===== config.mk =====
export PLATFORM = sky130hd
export DESIGN_NAME = frac_mc
export DESIGN_NICKNAME = d
export VERILOG_FILES = /design/src/rtl/frac_mc.sv
export SDC_FILE = /design/constraint.sdc
export NUM_CORES = 1
export LEC_CHECK = 0
export CAP_MARGIN = 10
export CORE_ASPECT_RATIO = 0.9
export CORE_MARGIN = 4
export CORE_UTILIZATION = 40
export DETAILED_ROUTE_END_ITERATION = 8
export GPL_TIMING_DRIVEN = 0
export PLACE_DENSITY = 0.64
export SYNTH_ARGS = -nofsm -noshare
export SYNTH_HDL_FRONTEND = slang
export SYNTH_SLANG_ARGS = --single-unit

===== constraint.sdc =====
create_clock -name clk -period 10.5 [get_ports clk]
set_clock_uncertainty 0.2 [all_clocks]
set_input_delay 2.625 -clock clk [delete_from_list [all_inputs] [get_ports clk]]
set_output_delay 2.625 -clock clk [all_outputs]
set_load 0.005 [all_outputs]

===== src/rtl/frac_mc.sv =====
// frac_mc: fractional motion compensator, 4-read bilinear interpolation of a BLKxBLK block streamed over valid/ready
module frac_mc #(
  parameter int STRIDE = 16,
  parameter int BLK = 4,
  parameter int AW = 8
) (
  input  logic          clk,
  input  logic          rst,
  input  logic          start,
  input  logic [AW-1:0] pix_pos,
  input  logic [3:0]    frac_idx,
  output logic          busy,
  output logic          ref_rd,
  output logic [AW-1:0] ref_addr,
  input  logic [7:0]    ref_data,
  output logic          pred_valid,
  input  logic          pred_ready,
  output logic [7:0]    pred_data,
  output logic          pred_last,
  output logic          done,
  output logic          err
);
  localparam int CW = $clog2(BLK);
  typedef enum logic [2:0] {IDLE, FETCH, CALC, OUT, FIN} state_t;
  state_t state, state_n;
  logic [AW-1:0] pos, ox, oy, ox_n, oy_n, base;
  logic [CW-1:0] r, c;
  logic [1:0]    ph;
  logic [7:0]    pa, pb, pc;
  logic [9:0]    sum;
  logic          accept, last;
  assign accept = state == IDLE && start && frac_idx <= 4'd8;
  assign last   = r == CW'(BLK - 1) && c == CW'(BLK - 1);
  assign base   = pos + AW'(STRIDE * r) + AW'(c);
  assign sum    = 10'(pa) + 10'(pb) + 10'(pc) + 10'(ref_data) + 10'd2;
  // horizontal/vertical neighbour offsets for the requested candidate, as modulo-2**AW address deltas
  always_comb begin
    ox_n = (frac_idx == 4'd0 || frac_idx == 4'd3 || frac_idx == 4'd6) ? '1 :
           (frac_idx == 4'd2 || frac_idx == 4'd5 || frac_idx == 4'd8) ? AW'(1) : '0;
    oy_n = frac_idx < 4'd3 ? '0 - AW'(STRIDE) : frac_idx > 4'd5 ? AW'(STRIDE) : '0;
  end
  // next state and the state-decoded outputs; the four reads walk A, B, C, D
  always_comb begin
    state_n  = state;
    busy     = state != IDLE;
    ref_rd   = state == FETCH;
    ref_addr = ref_rd ? base + (ph[0] ? ox : '0) + (ph[1] ? oy : '0) : '0;
    done     = state == FIN;
    case (state)
      IDLE:    state_n = accept ? FETCH : IDLE;
      FETCH:   state_n = ph == 2'd3 ? CALC : FETCH;
      CALC:    state_n = OUT;
      OUT:     state_n = pred_ready ? (pred_last ? FIN : FETCH) : OUT;
      default: state_n = IDLE;
    endcase
  end
  // state, latched request, read-data capture and the registered output pel
  always_ff @(posedge clk or negedge rst) begin
    if (!rst) begin
      state      <= IDLE;
      pos        <= '0;
      ox         <= '0;
      oy         <= '0;
      r          <= '0;
      c          <= '0;
      ph         <= '0;
      pa         <= '0;
      pb         <= '0;
      pc         <= '0;
      pred_valid <= 1'b0;
      pred_data  <= '0;
      pred_last  <= 1'b0;
      err        <= 1'b0;
    end else begin
      state <= state_n;
      err   <= state == IDLE && start && frac_idx > 4'd8;
      if (accept) begin
        pos <= pix_pos;
        ox  <= ox_n;
        oy  <= oy_n;
        r   <= '0;
        c   <= '0;
        ph  <= '0;
      end
      if (state == FETCH) begin
        ph <= ph + 2'd1;
        if (ph == 2'd1) pa <= ref_data;
        if (ph == 2'd2) pb <= ref_data;
        if (ph == 2'd3) pc <= ref_data;
      end
      if (state == CALC) begin
        pred_valid <= 1'b1;
        pred_data  <= sum[9:2];
        pred_last  <= last;
      end
      if (state == OUT && pred_ready) begin
        pred_valid <= 1'b0;
        pred_last  <= 1'b0;
        {r, c}     <= {r, c} + 1'b1;
      end
    end
  end
endmodule


Yosys cells after proc, flatten, opt, wreduce, memory -nomap -nowiden
Cells that the tools add are included.

Word-level logic and storage cells: 80. Register bits after elaboration: 68. Output and inout port bits: 22.

Order comparisons: 4. Eq/ne operators: 14. Reduce and logical (&&, ||, !) cells: 18. Add/sub/neg operators: 10. Multiplexer cells: 20.

Operators with widths (count): two-way mux 8 bit (5); adder 8 bit (2); case mux 3 bit (4 select lines) (1); adder 10 x 2 -> 10 bit (second input constant) (1); adder 10 x 8 -> 10 bit (1); adder 9 x 8 -> 10 bit (1); two-way mux 2 bit (5); adder 8 x 8 -> 9 bit (1); adder 8 x 2 -> 8 bit (1); adder 8 x 6 -> 8 bit (1); == test 2 bit (second input constant) (4); == test 4 x 2 -> 1 bit (second input constant) (2); == test 4 x 3 -> 1 bit (second input constant) (2); == test 3 x 2 -> 1 bit (second input constant) (2); two-way mux 1 bit (6); two-way mux 3 bit (2); AND reduction 2 bit (3); nonzero test 2 bit (3); logical AND 1 bit (5); two-way mux 5 bit (1); adder 4 x 1 -> 4 bit (second input constant) (1); == test 4 bit (second input constant) (1); > comparator 4 x 3 -> 1 bit (second input constant) (1); > comparator 4 bit (second input constant) (1); other kinds (10) (13).

Logic depth before layout (Yosys ltp)
Gate-level depths: netlist of the first run.

Depth after elaboration: 5. Gate-level depth with buffers: 11. Mapped depth without buffers: 11.

Least setup slack after synthesis of the first run
No wires, ideal clock.

Path type: reg2out. Start point: register ph[0]. End point: output ref_addr[7]. Path buffers: 0. Setup slack: 4.950 ns. Arrival: 2.725 ns. Stages on the path, launching flop included: 10. Required time: 7.675 ns. Cells stage by stage: dfrtp_1 > nand2_1 > inv_1 > fa_1 > fa_1 > ha_1 > o21ai_0 > o21a_1 > or4_1 > nand2_1.

Cells in the longest elaborated chain, start to end: 4.

RTL lines: start: declaration (RTL line 28) `logic [1:0] ph;`; start signal: assignment (RTL line 86) `ph <= ph + 2'd1;`; two-way mux 8 bit (RTL line 47) `ref_addr = ref_rd ? base + (ph[0] ? ox : '0) + (ph[1] ? oy : '0) : '0;`; adder 8 bit (2 in series) (RTL line 47); two-way mux 8 bit (RTL line 47); end: declaration (RTL line 14) `output logic [AW-1:0] ref_addr,`.

Every way passes these cells.

Final worst setup path of the first run
Ends and elaborated chain as after synthesis.

==> results.yml, run 1 <==
timing:
  hold_viol_final: 0
  worst_pin_slew_ns: 0.745
  fmax_mhz: 151
  slew_headroom_pct: 50.2
  fin_setup_tns_ns: 0
  rsz0062_at_grt: "false"
  slew_violations: 0
  setup_viol: 0
  period_minus_slack_ns: 6.61
  timing.final.crit_share_pct: 63.0
clock_network:
  clockBufferDepth: 2
  h-tree-depth: 2
  cts_inserted_buffers: 5
  cts_sinks: 56
  cts_hold_buffers: 0
  cts_resized: 0
  cts_tree: "built"
  clk_pin_slew_worst_paths_ns: 0.10
  post_cts_buffers: 0
  root_buffer: "clkbuf_8"
  clk_latency_ns: 0.31
global_route:
  busiest_layer: "met2"
  grt_first_pass_wirelength_um: 13000
  grt.overflow.total: 0
  use_met3_pct: 2.25
  grt_pass1_vias: 2725
  grt_max_degree: 31
  grt_use_total_pct: 14.8
  grt_use_met2_pct: 22.5
  antenna_found_initial: 0
  met1_usage_pct: 22.5
setup_path:
  r2r_cells: 10
  cp-start-kind: "flop"
  critPathKind: "reg2out"
  end_kind: "primary output"
  cp_max_fo: 7
  r2r-start: "pa[5]$_DFFE_PN0P_"
  crit_required_ns: 7.68
  rrSetupSlack_ns: 7.33
  rr_endpoint: "pred_data[6]$_DFFE_PN0P_"
  arrival_ns: 3.79
logic_synthesis:
  synth_seq_cells: 56
  ys_warn_count: 0
  synthArstFlopShare_pct: 100
  synth_edf_count: 0
  syn-num-nets: 438
  syn_area_per_cell_sq_um: 10.3
  synth_cells: 367
  synthDistinctLibCells: 48
  ys.flop_type: "dfrtp_1"
  synth.most_common_cell: "inv_1"
  synth_top_area_cell: "dfrtp_1"
  synth_area_leaders: "dfrtp_1 (37%), fa_1 (12%), ha_1 (8.0%)"
  seq_area_frac_synth_pct: 37.2
  synth_top_cell_area_share_pct: 37.2
  synth_common_cells: "inv_1 (63), dfrtp_1 (56), ha_1 (24), fa_1 (23), nand2_1 (23)"
  syn-cell-area_sq_um: 3760
routing:
  drt-initial-drc-count: 90
  via_per_inst: 4.94
  vias: 2680
  drc: 0
  drt_wl_total_um: 7410
  drt.antenna.violating_nets: 0
  drtPass1Iterations: 4
  avgRoutedWirePerCell_um: 13.7
cells_and_area:
  antenna_cells: 0
  fin_nets: 490
  drive_above_1_share_pct: 7.86
  n_fill_cell: 889
  area.growth.synth_to_final_pct: 18.4
floorplan:
  die_h_um: 100
  die_area_sq_um: 11000
  core-area_sq_um: 9130
  die_w_um: 110
  io_pins: 46
  rows: 33
  start_util_pct: 41.2
hold_path:
  hp-start: "pred_data[1]$_DFFE_PN0P_"
  hold_depth: 2
  hold_end: "pred_data[1]$_DFFE_PN0P_"
  hold_class: "reg2reg"
run:
  cap_violations: 0
place:
  gp_congestion: 0.806
  place_hpwl_um: 5940
  io_buffers: 44
outcome:
  outcome: "complete, no violations"
==> cells by family after synthesis <==
group	share of synthesized area, %
xor gates and xnor gates	2.63
AOI/OAI and AO/OA	9.87
adders and majority gates	20.2
muxes	8.91
and+or+nand+nor	12.4
DFF	37.2
buffers and inverters	8.71
==> layout by cell type, fill, tap and decap left out, types with 2 or more instances in the layout <==
cell	instances
a211oi_1	3
nand4_1	6
dfrtp_1	56
a211o_1	3
nor2b_1	4
xor2_1	2
inv_1	63
a2111oi_0	2
nand4b_1	2
nand3_1	5
a21oi_1	18
and2_1	9
o21a_1	3
clkbuf_1	8
nand3b_1	2
fa_1	23
or3_1	2
nand2b_1	3
nand2_1	23
buf_6	4
nor2_1	13
clkbuf_8	5
o21ai_0	18
ha_1	24
clkdlybuf4s50_1	43
nor3_1	8
o31ai_1	3
mux2_2	12
o211ai_1	2
buf_2	5
nor3b_1	3
mux2i_1	20
xnor2_1	4
==> sequential cells by signal, summed over array words and instances, names as in the netlist, 2 cells and up <==
name	flops
pred_data	8
pos	8
pb	8
ph	2
oy	2
c	2
r	2
state	3
pc	8
pa	8
ox	2
==> worst max-delay path by stage <==
stage                     cells past startpoint          end         startpoint
after floorplan                               9  ref_addr[7]  ph[0]$_DFFE_PN0P_
after global placement                       10  ref_addr[7]  ph[0]$_DFFE_PN0P_
after detailed placement                     10  ref_addr[7]  ph[0]$_DFFE_PN0P_
after CTS                                    10  ref_addr[7]  ph[0]$_DFFE_PN0P_
after global routing                         10  ref_addr[6]  ph[0]$_DFFE_PN0P_
final                                        10  ref_addr[7]  ph[0]$_DFFE_PN0P_
==> stage by stage <==
stage                     cell area (sq um)  util, %  hold WS (ns)  instances  worst slack [ns]
after CTS                              4460     48.8         0.300        542              3.85
after global routing                   4460     48.8         0.339        542              3.63
final                                  4460     48.8         0.295        542              3.89
after global placement                 4360     47.7         0.262        533              4.23
after floorplan                        3760        -         0.265        367              4.95
after detailed placement               4370     47.9         0.275        534              4.23
==> final cells by class <==
| type | instances | area (sq um) | share of cell area, % |
|---|---|---|---|
| plain buffers | 14 | 87.6 | 1.97 |
| clock buffers | 7 | 76.3 | 1.71 |
| clock inverters | 1 | 8.76 | 0.197 |
| inverters | 64 | 240 | 5.39 |
| multi-input cells | 233 | 2030 | 45.6 |
| flip-flops and latches | 56 | 1400 | 31.4 |
| well taps | 122 | 153 | 3.43 |
| repair buffers | 45 | 455 | 10.2 |
==> routing by layer <==
layer / wire, um / up-vias
met5: 0 / -
met4: 72 / 0
met3: 284 / 6
met2: 3270 / 44
met1: 3780 / 1308
li1: - / 1322
==> critical path, cell delays in order (launching register included) <==
cell and delay (ns):
dfrtp_1 0.46, nand2_1 0.18, inv_1 0.20, fa_1 0.48
fa_1 0.50, ha_1 0.34, o21ai_0 0.09, o21a_1 0.19
or4_1 0.46, nand2_1 0.08, clkdlybuf4s50_1 0.49
Power of run 1 is left out: the tool's default activity adds up to more than one toggle a clock period on the data nets, which glitch-free logic cannot reach.
==> run 2, diff against run 1 <==
- PLACE_DENSITY: 0.64 -> 0.66
- clock period: 10.5 -> 6 ns (I/O delays scaled with it)
==> run 2 against run 1 <==
  * Global-route usage down 0.75 points
  * Final cell count unchanged
  * Sequential cell count unchanged
  * Final area up 0.51%
  * First-iteration DRC count down 30%
  * Via count down 0.93%
  * Utilization up 0.25 points
  * Worst setup slack worse by 3.4 ns
  * Die area unchanged
  * Worst hold slack worse by 0.0081 ns
==> results.yml, run 2 (synthesized netlist as in run 1, its figures left out) <==
timing:
  slew_headroom_pct: 48.8
  period_minus_slack_ns: 5.50
  timing.final.crit_share_pct: 91.6
  fmax_mhz: 182
  worst_pin_slew_ns: 0.766
  rsz0062_at_grt: "false"
  hold_viol_final: 0
  slew_violations: 0
  fin_setup_tns_ns: 0
  setup_slack_ns: 0.503
  fin_hold_ws_ns: 0.287
  setup_viol: 0
clock_network:
  cts_resized: 0
  post_cts_buffers: 0
  root_buffer: "clkbuf_8"
  cts_tree: "built"
  clk_pin_slew_worst_paths_ns: 0.10
  cts_inserted_buffers: 5
  h-tree-depth: 2
  clockBufferDepth: 2
  cts_sinks: 56
  clk_latency_ns: 0.31
  cts_hold_buffers: 0
setup_path:
  arrival_ns: 3.80
  end_kind: "primary output"
  r2r-start: "pa[5]$_DFFE_PN0P_"
  cp_max_fo: 7
  rr_endpoint: "pred_data[4]$_DFFE_PN0P_"
  crit_required_ns: 4.30
  critPathKind: "reg2out"
  cp-start-kind: "flop"
  r2r_cells: 10
  rrSetupSlack_ns: 2.78
global_route:
  antenna_found_initial: 0
  grt_max_degree: 34
  grt_use_total_pct: 14.1
  grt.overflow.total: 0
  grt_first_pass_wirelength_um: 12400
  grt_pass1_vias: 2682
routing:
  drt_wl_total_um: 7120
  drtPass1Iterations: 4
  drt.antenna.violating_nets: 0
  vias: 2655
  drt-initial-drc-count: 63
  via_per_inst: 4.90
  avgRoutedWirePerCell_um: 13.1
  drc: 0
hold_path:
  hp-start: "pred_data[1]$_DFFE_PN0P_"
  hold_class: "reg2reg"
  hold_depth: 2
  hold_end: "pred_data[1]$_DFFE_PN0P_"
cells_and_area:
  mostFrequentLayoutCell: "inv_1"
  drive_above_1_share_pct: 8.10
  most-common-layout-cells: "inv_1 (63), dfrtp_1 (56), clkdlybuf4s50_1 (43), ha_1 (24)"
  fin_nets: 490
  antenna_cells: 0
  area.growth.synth_to_final_pct: 19.0
  design_area_sq_um: 4480
floorplan:
  die_h_um: 100
  io_pins: 46
  die_w_um: 110
  start_util_pct: 41.2
  core-area_sq_um: 9130
  rows: 33
  die_area_sq_um: 11000
outcome:
  outcome: "complete, no violations"
place:
  io_buffers: 44
  placed_area_sq_um: 4370
  post-place-ws_ns: 0.848
  place_hpwl_um: 5770
  gp_congestion: 0.766
run:
  cap_violations: 0
## run 2: cell type report
| class | count | area (sq um) |
|---|---|---|
| multi-input cells | 233 | 2030 |
| well taps | 122 | 153 |
| plain buffers | 14 | 87.6 |
| clock buffers | 6 | 72.6 |
| inverters | 64 | 240 |
| clock inverters | 2 | 35.0 |
| fillers | 845 | 4650 |
| repair buffers | 45 | 455 |
| flip-flops and latches | 56 | 1400 |
## run 2: metrics by stage
stage                     cells  utilization, %
final                       542            49.1
after global routing        542            49.1
after CTS                   542            49.1
after detailed placement    534            47.9
after global placement      533            47.7
after floorplan             367               -
## run 2: how the worst max path moves through the flow
stage,start,to,slack (ns),cells after the start
6_report,ph[0]$_DFFE_PN0P_,ref_addr[7],0.50,10
3_5_place_dp,ph[0]$_DFFE_PN0P_,ref_addr[7],0.85,10
5_1_grt,ph[0]$_DFFE_PN0P_,ref_addr[7],0.25,10
4_1_cts,ph[0]$_DFFE_PN0P_,ref_addr[7],0.47,10
3_3_place_gp,ph[0]$_DFFE_PN0P_,ref_addr[7],0.84,10
2_1_floorplan,ph[0]$_DFFE_PN0P_,ref_addr[7],1.57,9
## run 2: routing by layer
metal  GRT usage, %  vias up  wire length (um)
met1           21.3     1285              3610
met2           20.5       42              3100
met4           3.88        0               129
met5              0        -                 0
li1               -     1318                 -
met3           2.77       10               279
## run 2: worst max-delay path, stage by stage (launching register included)
cell             delay [ns]
dfrtp_1                0.47
nand2_1                0.20
inv_1                  0.20
fa_1                   0.48
fa_1                   0.49
ha_1                   0.34
o21ai_0                0.09
o21a_1                 0.19
or4_1                  0.46
nand2_1                0.08
clkdlybuf4s50_1        0.49
Power of run 2 is left out for the same reason.
==> run 3, diff against run 2 <==
- CTS_CLUSTER_SIZE: not set -> 12
==> results of run 3 <==
The final DEF is identical to that of run 2; final timing and power are the same.
Power of run 3 is left out for the same reason.
